--- src/rtl/pipe_hazard_ctrl.sv ---
// Issue controller for the 4-stage pipeline: decode, RAW stall via 3-slot scoreboard, JMP redirect, HALT drain.
// Zero-cycle combinational controls; scoreboard/counters update at the next edge; stalls freeze the PC and inject bubbles.
module pipe_hazard_ctrl #(
  parameter int CNT_W = 8,
  parameter int RET_W = 16
) (
  input  logic             clk,
  input  logic             rst,
  input  logic             instr_valid,
  input  logic [7:0]       instrcode,
  output logic             regwrite,
  output logic             wbsel,
  output logic             ifid_flush,
  output logic             pc_en,
  output logic             pc_load,
  output logic [5:0]       pc_target,
  output logic             halted,
  output logic [CNT_W-1:0] stall_cnt,
  output logic [RET_W-1:0] retire_cnt
);

  typedef enum logic [1:0] {ST_RUN, ST_DRAIN, ST_HALTED} state_t;

  state_t           state_q, state_d;
  logic             sid_vld_q, sid_vld_d, sex_vld_q, sex_vld_d, swb_vld_q, swb_vld_d;
  logic [2:0]       sid_dst_q, sid_dst_d, sex_dst_q, sex_dst_d, swb_dst_q, swb_dst_d;
  logic [CNT_W-1:0] stall_cnt_q, stall_cnt_d;
  logic [RET_W-1:0] retire_cnt_q, retire_cnt_d;
  logic             halted_q, halted_d;

  logic [1:0] opcode;
  logic [2:0] rd, rs;
  logic       hazard;

  assign opcode    = instrcode[7:6];
  assign rd        = instrcode[5:3];
  assign rs        = instrcode[2:0];
  assign pc_target = instrcode[5:0];

  // s_wb is deliberately excluded: it commits at the same edge the consumer enters ID.
  assign hazard = (opcode == 2'b00) &&
                  ((sid_vld_q && (sid_dst_q == rd || sid_dst_q == rs)) ||
                   (sex_vld_q && (sex_dst_q == rd || sex_dst_q == rs)));

  assign stall_cnt  = stall_cnt_q;
  assign retire_cnt = retire_cnt_q;
  assign halted     = halted_q;

  always_comb begin
    state_d     = state_q;
    stall_cnt_d = stall_cnt_q;
    pc_en       = 1'b0;
    pc_load     = 1'b0;
    ifid_flush  = 1'b1;
    regwrite    = 1'b0;
    wbsel       = 1'b0;
    if (!rst) begin
      case (state_q)
        ST_RUN: begin
          if (instr_valid) begin
            if (hazard) begin
              if (stall_cnt_q != {CNT_W{1'b1}}) stall_cnt_d = stall_cnt_q + CNT_W'(1);
            end else if (opcode == 2'b11) begin
              pc_load = 1'b1;
            end else if (opcode == 2'b10) begin
              state_d = ST_DRAIN;
            end else begin
              pc_en      = 1'b1;
              ifid_flush = 1'b0;
              regwrite   = 1'b1;
              wbsel      = (opcode == 2'b01);
            end
          end
        end
        // Post-shift occupancy is just the current s_id and s_ex moving down.
        ST_DRAIN: if (!sid_vld_q && !sex_vld_q) state_d = ST_HALTED;
        default: ;
      endcase
    end
    sid_vld_d    = regwrite;
    sid_dst_d    = rd;
    sex_vld_d    = sid_vld_q;
    sex_dst_d    = sid_dst_q;
    swb_vld_d    = sex_vld_q;
    swb_dst_d    = sex_dst_q;
    retire_cnt_d = retire_cnt_q + RET_W'(swb_vld_q);
    halted_d     = (state_d == ST_HALTED);
  end

  always_ff @(posedge clk) begin
    if (rst) begin
      state_q      <= ST_RUN;
      sid_vld_q    <= 1'b0;
      sex_vld_q    <= 1'b0;
      swb_vld_q    <= 1'b0;
      sid_dst_q    <= 3'd0;
      sex_dst_q    <= 3'd0;
      swb_dst_q    <= 3'd0;
      stall_cnt_q  <= '0;
      retire_cnt_q <= '0;
      halted_q     <= 1'b0;
    end else begin
      state_q      <= state_d;
      sid_vld_q    <= sid_vld_d;
      sex_vld_q    <= sex_vld_d;
      swb_vld_q    <= swb_vld_d;
      sid_dst_q    <= sid_dst_d;
      sex_dst_q    <= sex_dst_d;
      swb_dst_q    <= swb_dst_d;
      stall_cnt_q  <= stall_cnt_d;
      retire_cnt_q <= retire_cnt_d;
      halted_q     <= halted_d;
    end
  end

endmodule
--- config.mk ---
export PLATFORM = sky130hd
export DESIGN_NAME = pipe_hazard_ctrl
export DESIGN_NICKNAME = d
export VERILOG_FILES = /design/src/rtl/pipe_hazard_ctrl.sv
export SDC_FILE = /design/constraint.sdc
export NUM_CORES = 1
export LEC_CHECK = 0
export ABC_AREA = 1
export CORE_AREA = 2 2 67 63
export CTS_BUF_LIST = sky130_fd_sc_hd__clkbuf_4 sky130_fd_sc_hd__clkbuf_8
export DETAILED_ROUTE_END_ITERATION = 16
export DIE_AREA = 0 0 69 65
export GPL_ROUTABILITY_DRIVEN = 0
export PLACE_DENSITY = 0.79
export SLEW_MARGIN = 20
export SYNTH_ARGS = -nofsm -noshare
export SYNTH_HDL_FRONTEND = slang
export SYNTH_SLANG_ARGS = --single-unit
--- constraint.sdc ---
create_clock -name clk -period 4.5 [get_ports clk]
set_clock_uncertainty 0.05 [all_clocks]
set_input_delay 0.9 -clock clk [delete_from_list [all_inputs] [get_ports clk]]
set_output_delay 0.9 -clock clk [all_outputs]
set_load 0.01 [all_outputs]
**After elaboration in Yosys (flattened, before gate mapping)**

Index checks and enable logic that the tools add are counted.

- Register bits: 36
- Latch bits: 0
- RAM bits: 0
- Bits in read-only memories: 0
- Input port bits: 11
- Output and inout port bits: 36
- Logic and storage cells: 63
- Memories: 0

- Add/sub/neg operators: 2
- $mul: 0
- Div/mod/pow operators: 0
- Magnitude comparators: 0
- Eq/ne operators: 10
- Shift operators: 0
- Mux-type cells: 30
- Bitwise operators: 0
- Reductions and logical operators: 12

Operator list:

| operator | count |
|---|---|
| two-way mux 1 bit | 23 |
| adder 16 x 1 -> 16 bit | 1 |
| equality test 3 bit | 4 |
| two-way mux 2 bit | 6 |
| adder 8 x 1 -> 8 bit, second input constant | 1 |
| inequality test 8 bit, second input constant | 1 |
| equality test 2 bit, second input constant | 3 |
| equality test 2 x 1 -> 1 bit, second input constant | 2 |
| logical AND 1 bit | 4 |
| zero test 2 bit | 2 |
| case mux 2 bit (2 select lines) | 1 |
| AND reduction 4 bit | 1 |
| logical OR 1 bit | 3 |
| zero test 1 bit | 2 |

**Depth between registers and ports, before layout**

- Word-level depth: 10
- Depth in mapped cells: 12
- Depth with buffers taken out: 11

**Worst setup path before layout**

OpenSTA, ideal clock, no wires.

- Path kind: input to output
- Start point: input port instrcode[3]
- End point: output port regwrite
- Arrival: 1.808 ns
- Slack: 1.742 ns
- Stages: 12
- Cell sequence: inv_2 > nand2_1 > nand2_1 > nor2_1 > nand2_1 > nand2_1 > nand2_2 > nand2_4 > nand2_1 > nand2_1 > inv_1 > buf_4

- Word-level cells in the longest chain between the ends: 9
- Elaborated cells on any way between the ends: 12
- Classes of those cells: eq/ne: 2; mux: 4; reduce/logical: 6

RTL lines:

| what | RTL line | RTL |
|---|---|---|
| start: declaration | 10 | `input logic [7:0] instrcode,` |
| equality test 3 bit (on tied branches) | 42, 43 |  |
| logical OR 1 bit (on tied branches) | 42, 43 |  |
| logical AND 1 bit (on tied branches) | 42, 43 |  |
| logical OR 1 bit (*) | 42 | `((sid_vld_q && (sid_dst_q == rd \|\| sid_dst_q == rs)) \|\|` |
| logical AND 1 bit (*) | 41 | `assign hazard = (opcode == 2'b00) &&` |
| two-way mux 1 bit (*) (4 in a row) | -- |  |
| end: declaration | 11 | `output logic regwrite,` |

Mark *: on every way between the ends. The rest lies on a longest branch, timed or not.

**Worst setup path after layout**

- Start point: input port instrcode[3]
- End point: output port ifid_flush

- Word-level cells in the longest chain between the ends: 9
- Elaborated cells on any way between the ends: 12
- Classes of those cells: eq/ne: 2; mux: 4; reduce/logical: 6

RTL lines:

| what | RTL line | RTL |
|---|---|---|
| equality test 3 bit (on tied branches) | 42, 43 |  |
| logical OR 1 bit (on tied branches) | 42, 43 |  |
| logical AND 1 bit (on tied branches) | 42, 43 |  |
| logical OR 1 bit (*) | 42 |  |
| logical AND 1 bit (*) | 41 |  |
| two-way mux 1 bit (*) | 61 | `if (hazard) begin` |
| two-way mux 1 bit (*) | 60 | `if (instr_valid) begin` |
| two-way mux 1 bit (*) | 58 | `case (state_q)` |
| two-way mux 1 bit (*) | 57 | `if (!rst) begin` |
| end: declaration | 13 | `output logic ifid_flush,` |

Marked as above.

==> impl_metrics.xml <==
<?xml version="1.0" encoding="UTF-8"?>
<metrics>
  <group name="floorplan">
    <metric name="num_rows" unit="">22</metric>
    <metric name="boundaryPins" unit="">47</metric>
    <metric name="die_area" unit="sq um">4490</metric>
    <metric name="core_area" unit="sq um">3850</metric>
    <metric name="chipHeight" unit="um">65</metric>
    <metric name="start_util" unit="%">47.4</metric>
    <metric name="fp.dieW" unit="um">69</metric>
  </group>
  <group name="synth">
    <metric name="post_synth_num_cell_types" unit="">33</metric>
    <metric name="yosys-top-cells-area" unit="">sky130_fd_sc_hd__dfxtp_1 39%, sky130_fd_sc_hd__nand2_1 10%, sky130_fd_sc_hd__inv_1 5.3%, sky130_fd_sc_hd__a21oi_1 5.2%, sky130_fd_sc_hd__nor2_1 4.5%</metric>
    <metric name="synthesis.yosys.warnings" unit="">0</metric>
    <metric name="synthArstFlopShare" unit="%">0</metric>
    <metric name="synth-edff-count" unit="">0</metric>
    <metric name="yosys_top_cell_by_area" unit="">sky130_fd_sc_hd__dfxtp_1</metric>
    <metric name="synth_common_cells" unit="">50 x sky130_fd_sc_hd__nand2_1, 36 x sky130_fd_sc_hd__dfxtp_1, 26 x sky130_fd_sc_hd__inv_1</metric>
    <metric name="netlist.area_leader.share" unit="%">39.5</metric>
    <metric name="synth.net_count" unit="">256</metric>
    <metric name="netlist_instances" unit="">242</metric>
    <metric name="ys_ff_latch" unit="">36</metric>
    <metric name="total_standard_cell_area_after_synthesis" unit="sq um">1830</metric>
    <metric name="portion_of_the_post_synthesis_area_used_by_sequential_elements" unit="%">39.5</metric>
    <metric name="synth.most_common_cell" unit="">sky130_fd_sc_hd__nand2_1</metric>
    <metric name="top_flip_flop_cell_by_instance_count_after_synthesis" unit="">sky130_fd_sc_hd__dfxtp_1</metric>
    <metric name="synth_area_per_cell" unit="sq um">7.54</metric>
  </group>
  <group name="sta">
    <metric name="worst_slew_margin_rel" unit="%">63.9</metric>
    <metric name="period_minus_slack" unit="ns">3.71</metric>
    <metric name="grt_setup_unrepaired" unit="">no</metric>
    <metric name="worstMarginPinSlew" unit="ns">0.540</metric>
    <metric name="finalCritPeriodShare" unit="%">82.5</metric>
    <metric name="finalHoldViolations" unit="">0</metric>
    <metric name="finalWorstSetupSlack" unit="ns">0.786</metric>
    <metric name="report.final.slew_viol_count" unit="">0</metric>
    <metric name="finalSetupViolations" unit="">0</metric>
    <metric name="max_freq" unit="MHz">269</metric>
    <metric name="finalSetupTns" unit="ns">0</metric>
  </group>
  <group name="flow_run">
    <metric name="number_of_max_cap_violations" unit="">0</metric>
  </group>
  <group name="grt">
    <metric name="grt.overflow.total" unit="">0</metric>
    <metric name="grt_pass1_wl" unit="um">6290</metric>
    <metric name="grt_pass1_vias" unit="">1461</metric>
    <metric name="grt_start_max_net_pins" unit="">16</metric>
    <metric name="gr-usage-all-layers" unit="%">17.5</metric>
    <metric name="grt_antenna_before_repair" unit="">0</metric>
  </group>
  <group name="routing">
    <metric name="drt-vias-per-instance" unit="">4.94</metric>
    <metric name="first_pass_iters" unit="">4</metric>
    <metric name="detailedRoute.firstIterationViolations" unit="">79</metric>
    <metric name="vias" unit="">1650</metric>
    <metric name="drt_wl_total" unit="um">3660</metric>
    <metric name="drt_drc_violations_left" unit="">0</metric>
    <metric name="detail_route.wl_per_cell" unit="um">11.0</metric>
    <metric name="routed_antenna_nets" unit="">0</metric>
  </group>
  <group name="pwr">
    <metric name="seqPwrFrac" unit="%">53.7</metric>
    <metric name="vdd.ir_drop.worst" unit="mV">0.183</metric>
    <metric name="leakagePower" unit="nW">0.950</metric>
    <metric name="total_power" unit="W">0.000608</metric>
    <metric name="net_switching_power" unit="W">0.000145</metric>
    <metric name="power_per_cell_area" unit="nW/um^2">258</metric>
    <metric name="clkPwrFrac" unit="%">36.4</metric>
    <metric name="power_frac_comb" unit="%">9.8</metric>
    <metric name="swShare" unit="%">23.9</metric>
    <metric name="power_report.internal_total" unit="W">0.000463</metric>
  </group>
  <group name="placement">
    <metric name="detailedPlacementHpwl" unit="um">2730</metric>
    <metric name="placed_cells_incl_taps" unit="">327</metric>
    <metric name="io_buffer_count" unit="">46</metric>
    <metric name="dp_worst_setup_slack" unit="ns">0.766</metric>
    <metric name="place_area" unit="sq um">2270</metric>
  </group>
  <group name="critical_path">
    <metric name="cp.required" unit="ns">3.55</metric>
    <metric name="worstSetupStartpointType" unit="">primary input</metric>
    <metric name="critical_path_peak_fanout" unit="">10</metric>
    <metric name="worstSetupEndpointType" unit="">primary output</metric>
    <metric name="crit_arrival" unit="ns">2.76</metric>
    <metric name="path_class" unit="">primary input to primary output</metric>
  </group>
  <group name="clock_tree">
    <metric name="post_cts.resized_instances" unit="">0</metric>
    <metric name="cts_tree" unit="">done</metric>
    <metric name="cts_hold_buf" unit="">0</metric>
    <metric name="htreeDepth" unit="">2</metric>
    <metric name="cts.clk_slew.worst_paths" unit="ns">0.06</metric>
    <metric name="tritoncts_num_sinks" unit="">36</metric>
    <metric name="cts_buffers" unit="">5</metric>
    <metric name="cts.path.max_buffers" unit="">2</metric>
    <metric name="cts_setup_buffers" unit="">0</metric>
    <metric name="clock-root-buffer" unit="">sky130_fd_sc_hd__clkbuf_8</metric>
    <metric name="clock_insertion_delay_worst_skew" unit="ns">0.29</metric>
  </group>
  <group name="run_status">
    <metric name="outcome" unit="">completed</metric>
  </group>
  <group name="layout">
    <metric name="antenna-diode-count" unit="">0</metric>
    <metric name="layout.cell_area.non_filler" unit="sq um">2350</metric>
    <metric name="layout-drive-gt1-share" unit="%">11.5</metric>
    <metric name="finish.net_count" unit="">300</metric>
    <metric name="post_layout_nonfiller_instances" unit="">334</metric>
    <metric name="synthToLayoutAreaGrowth" unit="%">28.9</metric>
  </group>
  <group name="worst_hold_path">
    <metric name="worstHoldPathType" unit="">flip-flop to flip-flop</metric>
  </group>
</metrics>
registers in the layout, indices dropped and copies added, names as in the netlist:
| signal | count |
|---|---|
| sex_vld_q | 1 |
| retire_cnt | 16 |
| sex_dst_d | 3 |
| swb_vld_q | 1 |
| stall_cnt | 8 |
| state_q | 2 |
| sex_dst_q | 3 |
| halted | 1 |
| sex_vld_d | 1 |
power by group through the flow:
stage               Sequential, W  Combinational (W)  Clock, W
finish                   0.000327          0.0000598  0.000222
global route             0.000327          0.0000661  0.000240
CTS                      0.000327          0.0000606  0.000232
detailed placement       0.000334          0.0000604         0
global placement         0.000334          0.0000595         0
floorplan                0.000334          0.0000381         0
critical path: stages:
cell and delay, ns:
sky130_fd_sc_hd__clkdlybuf4s50_1 0.56, sky130_fd_sc_hd__inv_2 0.05, sky130_fd_sc_hd__nand2_1 0.05, sky130_fd_sc_hd__nand2_1 0.06, sky130_fd_sc_hd__nor2_1 0.10, sky130_fd_sc_hd__nand2_1 0.05, sky130_fd_sc_hd__nand2_1 0.07, sky130_fd_sc_hd__nand2_2 0.06
sky130_fd_sc_hd__nand2_4 0.13, sky130_fd_sc_hd__nand2_1 0.06, sky130_fd_sc_hd__nand2_1 0.11, sky130_fd_sc_hd__clkdlybuf4s50_1 0.55
stage by stage:
| step | hold WS (ns) | utilization, % |
|---|---|---|
| after CTS | 0.424 | 61.1 |
| after detailed placement | 0.414 | 59.0 |
| final | 0.428 | 61.1 |
| after global routing | 0.444 | 61.1 |
| after global placement | 0.401 | 59.0 |
| after floorplan | 0.388 | - |
cell type report:
cell class / count / area (sq um)
inverter: 31 / 116
tap: 48 / 60.1
sequential: 36 / 721
fill: 369 / 1500
multi-input combinational: 165 / 907
clock inverter: 1 / 5.00
clock buffer: 6 / 76.3
timing repair buffer: 47 / 468
cells by family (layout without fill, tap and decap cells):
| kind of cell | count (synthesis) | after routing | synth area share [%] |
|---|---|---|---|
| AO/OA/AOI/OAI | 27 | 27 | 7.61 |
| XOR/XNOR | 13 | 13 | 6.24 |
| adder cells (fa/ha/maj) | 3 | 3 | 2.06 |
| buffers and inverters | 41 | 85 | 10.8 |
| flip-flops | 36 | 36 | 39.5 |
| AND/OR/NAND/NOR | 122 | 122 | 33.8 |
worst paths after layout:
kind                                                from                        end  slack, ns  cells past startpoint
worst max-delay path                        instrcode[3]                 ifid_flush       0.79                     12
worst min-delay path             sex_dst_d[1]$_SDFF_PP0_    sex_dst_q[1]$_SDFF_PP0_       0.43                      2
worst max register to register  retire_cnt[0]$_SDFF_PP0_  retire_cnt[14]$_SDFF_PP0_       2.77                     10
worst min register to register   sex_dst_d[1]$_SDFF_PP0_    sex_dst_q[1]$_SDFF_PP0_       0.43                      2
per-layer routing:
metal	track usage, %	up-vias	wire, um
li1	-	863	-
met1	20.3	741	1670
met2	29.6	38	1700
met3	4.67	8	213
met4	9.56	0	78
met5	0	-	0
cell usage in the layout (no fill, tap or decap), types with 5 or more instances in the layout:
master,count
sky130_fd_sc_hd__nor2_2,7
sky130_fd_sc_hd__clkdlybuf4s50_1,46
sky130_fd_sc_hd__nand2_2,5
sky130_fd_sc_hd__xnor2_1,9
sky130_fd_sc_hd__inv_1,26
sky130_fd_sc_hd__nand2_1,50
sky130_fd_sc_hd__nand4_1,10
sky130_fd_sc_hd__nor3_1,6
sky130_fd_sc_hd__nand3_1,9
sky130_fd_sc_hd__clkbuf_8,5
sky130_fd_sc_hd__dfxtp_1,36
sky130_fd_sc_hd__a21oi_1,19
sky130_fd_sc_hd__inv_2,5
sky130_fd_sc_hd__o21ai_0,5
sky130_fd_sc_hd__nor2_1,22
Note: power is estimated with default switching activity, not from simulation.
